File: src/rtl/alu_pkg.sv
// Shared opcode and FSM state definitions for the picoMIPS sequential ALU.
package alu_pkg;

  typedef enum logic [1:0] {
    ALU_ADD = 2'b00,
    ALU_MUL = 2'b01,
    ALU_DIV = 2'b10,
    ALU_NOP = 2'b11
  } alu_op_t;

  typedef enum logic [1:0] {
    IDLE,
    CALC,
    DONE
  } alu_state_t;

endpackage

File: src/rtl/seq_muldiv_core.sv
// Iterative signed MUL/DIV datapath: magnitudes go through a shared 2N-bit shift
// register and N+1-bit adder, one bit per step, with a sign fix-up on the final step.
module seq_muldiv_core #(
  parameter int N = 8,
  localparam int CW = $clog2(N) + 1
) (
  input  logic         clk,
  input  logic         reset,
  input  logic         load,
  input  logic         step,
  input  logic         is_div,
  input  logic [N-1:0] a,
  input  logic [N-1:0] b,
  output logic         last,
  output logic [N-1:0] lo,
  output logic [N-1:0] hi,
  output logic         div0
);

  logic [2*N-1:0] p, p_nxt, prod;
  logic [N-1:0]   m, a_mag, b_mag, q, r;
  logic [CW-1:0]  cnt;
  logic           div_q, neg_lo, neg_hi;
  logic [N:0]     x, y, sum;
  logic           cin;

  assign a_mag = a[N-1] ? -a : a;
  assign b_mag = b[N-1] ? -b : b;

  always_ff @(posedge clk or posedge reset) begin
    if (reset) begin
      p      <= '0;
      m      <= '0;
      cnt    <= '0;
      div_q  <= 1'b0;
      neg_lo <= 1'b0;
      neg_hi <= 1'b0;
      div0   <= 1'b0;
    end else if (load) begin
      p      <= {{N{1'b0}}, b_mag};
      m      <= a_mag;
      cnt    <= CW'(N);
      div_q  <= is_div;
      neg_lo <= (a[N-1] ^ b[N-1]) && (a != '0);
      neg_hi <= is_div ? b[N-1] : (a[N-1] ^ b[N-1]);
      div0   <= is_div && (a == '0);
    end else if (step) begin
      p   <= p_nxt;
      cnt <= cnt - CW'(1);
    end
  end

  // MUL adds the multiplicand when the LSB is set; DIV trial-subtracts the divisor
  // from the remainder shifted left with the next dividend bit.
  always_comb begin
    x   = {1'b0, p[2*N-1:N]};
    y   = p[0] ? {1'b0, m} : '0;
    cin = 1'b0;
    if (div_q) begin
      x   = {p[2*N-1:N], p[N-1]};
      y   = ~{1'b0, m};
      cin = 1'b1;
    end
  end

  assign sum = x + y + {{N{1'b0}}, cin};

  always_comb begin
    p_nxt = {sum, p[N-1:1]};
    if (div_q)
      p_nxt = sum[N] ? {x[N-1:0], p[N-2:0], 1'b0} : {sum[N-1:0], p[N-2:0], 1'b1};
  end

  // last marks the step that takes the counter to zero; results below are valid then.
  assign last = (cnt == CW'(1));

  assign prod = neg_lo ? -p_nxt : p_nxt;
  assign q    = p_nxt[N-1:0];
  assign r    = p_nxt[2*N-1:N];

  always_comb begin
    lo = prod[N-1:0];
    hi = prod[2*N-1:N];
    if (div_q) begin
      lo = div0 ? '1 : (neg_lo ? -q : q);
      hi = neg_hi ? -r : r;
    end
  end

endmodule

File: src/rtl/seq_alu.sv
// Multi-cycle picoMIPS ALU: single-cycle ADD/NOP, iterative signed MUL/DIV,
// with a start/ready/done handshake the controller uses to stall.
module seq_alu
  import alu_pkg::*;
#(
  parameter int N = 8
) (
  input  logic         clk,
  input  logic         reset,
  input  logic         start,
  input  logic [1:0]   ALUfunc,
  input  logic [N-1:0] a,
  input  logic [N-1:0] b,
  output logic         ready,
  output logic         busy,
  output logic         done,
  output logic [N-1:0] result,
  output logic [N-1:0] result_hi,
  output logic         div0
);

  alu_state_t   state, state_nxt;
  alu_op_t      op;
  logic         accept, iter_op, load, last;
  logic [N-1:0] core_lo, core_hi;
  logic         core_div0;

  assign op      = alu_op_t'(ALUfunc);
  assign iter_op = (op == ALU_MUL) || (op == ALU_DIV);
  assign accept  = start && ready;
  assign load    = accept && iter_op;

  seq_muldiv_core #(.N(N)) u_core (
    .clk    (clk),
    .reset  (reset),
    .load   (load),
    .step   (busy),
    .is_div (op == ALU_DIV),
    .a      (a),
    .b      (b),
    .last   (last),
    .lo     (core_lo),
    .hi     (core_hi),
    .div0   (core_div0)
  );

  always_ff @(posedge clk or posedge reset) begin
    if (reset) state <= IDLE;
    else       state <= state_nxt;
  end

  always_comb begin
    state_nxt = state;
    case (state)
      IDLE, DONE: begin
        if (start)          state_nxt = iter_op ? CALC : DONE;
        else                state_nxt = IDLE;
      end
      CALC:   if (last)     state_nxt = DONE;
      default:              state_nxt = IDLE;
    endcase
  end

  always_comb begin
    ready = 1'b1;
    busy  = 1'b0;
    done  = 1'b0;
    case (state)
      CALC: begin
        ready = 1'b0;
        busy  = 1'b1;
      end
      DONE:    done = 1'b1;
      default: ;
    endcase
  end

  // Outputs only change on the edge entering DONE and hold until the next one.
  always_ff @(posedge clk or posedge reset) begin
    if (reset) begin
      result    <= '0;
      result_hi <= '0;
      div0      <= 1'b0;
    end else if (accept && !iter_op) begin
      result    <= (op == ALU_ADD) ? a + b : '0;
      result_hi <= '0;
      div0      <= 1'b0;
    end else if (busy && last) begin
      result    <= core_lo;
      result_hi <= core_hi;
      div0      <= core_div0;
    end
  end

endmodule

File: config.mk
export PLATFORM = sky130hd
export DESIGN_NAME = seq_alu
export DESIGN_NICKNAME = d
export VERILOG_FILES = /design/src/rtl/alu_pkg.sv /design/src/rtl/seq_muldiv_core.sv /design/src/rtl/seq_alu.sv
export SDC_FILE = /design/constraint.sdc
export NUM_CORES = 1
export LEC_CHECK = 0
export CORE_MARGIN = 8
export CORE_UTILIZATION = 60
export DETAILED_ROUTE_END_ITERATION = 6
export HOLD_SLACK_MARGIN = 0.06
export MAX_ROUTING_LAYER = met4
export PLACE_DENSITY = 0.8
export RECOVER_POWER = 50
export SLEW_MARGIN = 20
export SYNTH_ARGS = -nofsm -noshare
export SYNTH_HDL_FRONTEND = slang
export SYNTH_SLANG_ARGS = --single-unit
File: constraint.sdc
create_clock -name clk -period 9 [get_ports clk]
set_input_delay 1.35 -clock clk [delete_from_list [all_inputs] [get_ports clk]]
set_output_delay 1.35 -clock clk [all_outputs]
set_load 0.02 [all_outputs]
==> impl_results.md <==
* Largest net degree at the start of global routing at 52
* CTS resizes at 0
* DP HPWL at a little over 8 mm
* Clk_lat worst skew at around 0.32 ns
* RR Endpoint: result_hi[6]$_DFFE_PP0P_
* Hold Buf Count CTS at 0
* Static Leak at 1.95 nW
* Synth unique cells at between 60 and 70
* CTS max path bufs at 2
* Syn Std Cell Area at just under 4000 um2
* Total gr overflow at 0
* Number of diodes at 0
* Synth warn at 0
* Synth Flop Type: dfrtp_1
* Synthesized Nets at approximately 520
* Crit path DAT at about 5.6 ns
* Die Ht at 97.4 um
* Gr usage total at 0.232
* Syn Inst Count at ~480
* Post-Layout Inst Area at about 4500 um2
* WL per Instance at 18.0 um
* NumNets Final at approximately 550
* Num CTS Buffers at 5
* Hold Path Sink: result_hi[4]$_DFFE_PP0P_
* Total wire length at 10.5 mm
* Slowest CP cell: dfrtp_1
* Fin. Hold Viols at 0
* Total placed cells including tap cells at ~580
* Hold path startpoint: result_hi[4]$_DFFE_PP0P_
* CP bufs+invs at 3
* Final Skew at roughly 0.0093 ns
* Post-synth EDFFs at 0
* Final Max Slew Viols at 52
* Delay-heaviest family, CP: compound AO/OA/AOI/OAI gates
* Clock sink count at 51
* Sum Neg Setup Slack at 0 ns
* Initial Utilization at 0.623
* Share of cells above drive strength 1 at 0.0711
* CTS H-tree lvls at 2
* Tightest Hold Check Type: flip-flop to flip-flop
* Register-to-register setup slack at between 3 and 4 ns
* Port Buf Inserts at 40
* Layout Cells excl Fill at approximately 580
* Core Area at between 6000 and 7000 um2
* CP Max Fanout at 27
* Post-synthesis async set-or-reset flop share at 1.00
* Seq/Total Area, Yosys at 0.321
* R2R cell count at 19
* Hold Path Stages at 2
* Placed Area at 4410 um2
* CTS tree: yes
* Fmax at about 190 MHz
* Synth top area share at 0.321
* Routed vias/inst at between 6 and 7
* Crit path launch: u_core.div_q$_DFFE_PP0P_
* Die X-Extent at 97.4 um
* Max-Cap Viols at 1
* Post-route ant nets at 0
* Setup crit end kind: flip-flop
* First-pass GRT wire length at about 18 mm
* Synth Register Bits at 51
* Post-CTS setup buffers at 0
* Final period util at 0.597
* IO Count at 41
* Die area at ~9500 um2
* VDD IR-drop max at ~0.3 mV
* Initial antenna violation count at 0
* Vias in the first global route at 3657
* Setup-failing EPs final at 0
* Top post-synthesis cells by area: dfrtp_1, ha_1, o21ai_0, nand2_1, xnor2_1
* Status: complete, but fails checks
* Mean post-synth cell area at around 8.4 um2
* Worst slew pin tran at between 2 and 2.5 ns
* Iteration-0 DRC Markers at between 150 and 200
* Placer Congestion at 0.932
* Worst rel slew slack at -0.491
* DRC viols at 0
* Area grow syn2layout at 13.3%
* Leading area contributor after synthesis: dfrtp_1
* Power density over cell area at roughly 400 nW/um2
* Startpoint Class: flip-flop
* Vias at 3587
* Leading cell type by number of instances after synthesis: nand2_1
* Most frequent cells after synthesis: nand2_1, o21ai_0, dfrtp_1
* Fin crit period at 5.38 ns
* Worst setup path class: flip-flop to flip-flop
* Clock root buffer: clkbuf_8
* Worst path cell trace: buf_4 > inv_2 > o21ai_0 > fa_1 > inv_1 > fa_1 > nand2b_1 > a21o_1 > o21bai_4 > a21oi_1 > a21oi_1 > ha_1 > o2111ai_1 > o31ai_1 > nand2_1 > or3_1 > o21ai_1 > xnor2_1 > o21ai_1
* Violated checks: capacitance limit, slew limit
* Critical R2R Launch: u_core.div_q$_DFFE_PP0P_
* Clock transition at path regs at around 0.11 ns
* Crit-path max cell delay at 0.77 ns
* Pre-antenna DRT Iters at 5
* Row count at 29
* RSZ-0062 raised after global routing: no
* CP Data Required Time at ~9.2 ns
## cell usage in the layout, fill, tap and decap left out, types with 4 or more instances in the layout
cell type / Yosys / layout
a21o_1: 6 / 6
a21oi_1: 27 / 27
a221o_1: 4 / 4
a31oi_1: 4 / 4
clkbuf_8: 0 / 5
clkdlybuf4s50_1: 0 / 32
dfrtp_1: 51 / 51
dlygate4sd3_1: 0 / 8
ha_1: 23 / 23
inv_1: 18 / 17
mux2_2: 10 / 10
mux2i_1: 6 / 6
nand2_1: 71 / 71
nand2b_1: 6 / 6
nand3_1: 23 / 23
nor2_1: 28 / 28
nor2b_1: 6 / 6
nor3_1: 4 / 4
o211ai_1: 6 / 6
o21ai_0: 56 / 56
o21ai_1: 5 / 5
o22ai_1: 4 / 4
o31ai_1: 4 / 4
or3_1: 6 / 6
xnor2_1: 21 / 21
xor2_1: 17 / 17
## worst max-delay path by stage
stage                                     endpoint  cells past startpoint
after global routing      result_hi[6]$_DFFE_PP0P_                     19
after CTS                 result_hi[6]$_DFFE_PP0P_                     19
after global placement    result_hi[6]$_DFFE_PP0P_                     19
after detailed placement  result_hi[6]$_DFFE_PP0P_                     19
final                     result_hi[6]$_DFFE_PP0P_                     19
after floorplan           result_hi[6]$_DFFE_PP0P_                     22
## area by class of cell
type	instances	area, um2
timing repair buffer	42	412
clock inverter	3	28.8
fill	500	1880
clock buffer	5	68.8
sequential	51	1280
tap	77	96.3
inverter	20	76.3
multi-input combinational	385	2550
## sequential cells by signal (all words and copies together), names as in the netlist
name           count
u_core.div0        1
u_core.p          16
div0               1
u_core.neg_lo      1
state              2
result             8
u_core.m           8
result_hi          8
u_core.cnt         4
u_core.div_q       1
u_core.neg_hi      1
## logic make-up after synthesis
kind of cell / synth area share
AND/OR/NAND/NOR: 0.182
multiplexers: 0.0469
buffers and inverters: 0.0381
AO/OA/AOI/OAI: 0.241
XOR/XNOR: 0.0837
flip-flops: 0.321
adder cells (fa/ha/maj): 0.0875
## where the power goes
part | internal, mW | total, mW | switching, mW
Clock | 0.0578 | 0.142 | 0.0845
Combinational | 0.498 | 1.24 | 0.747
Sequential | 0.325 | 0.423 | 0.0989
## through the flow
stage,total power [mW],utilization,hold slack [ns],setup WS (ns)
floorplan,1.33,-,0.466,3.94
global placement,1.64,0.691,0.473,3.90
detailed placement,1.66,0.691,0.480,3.70
CTS,1.81,0.706,0.504,3.68
global route,1.97,0.706,0.536,3.21
finish,1.81,0.706,0.502,3.62
## worst register-to-register path, cell delays in order, from the launching register on
cell,delay (ns)
dfrtp_1,0.77
buf_4,0.45
inv_2,0.22
o21ai_0,0.36
fa_1,0.28
inv_1,0.06
fa_1,0.40
nand2b_1,0.20
a21o_1,0.20
o21bai_4,0.21
a21oi_1,0.13
a21oi_1,0.33
ha_1,0.26
o2111ai_1,0.14
o31ai_1,0.41
nand2_1,0.12
or3_1,0.34
o21ai_1,0.16
xnor2_1,0.14
o21ai_1,0.07
## per-layer routing
| metal | global-route usage | share of wire | vias up |
|---|---|---|---|
| li1 | - | - | 1745 |
| met1 | 0.281 | 0.44 | 1696 |
| met2 | 0.379 | 0.49 | 117 |
| met3 | 0.0391 | 0.038 | 29 |
| met4 | 0.0839 | 0.029 | 0 |
| met5 | - | 0 | - |
No activity file was read; power rests on OpenSTA's default activity.
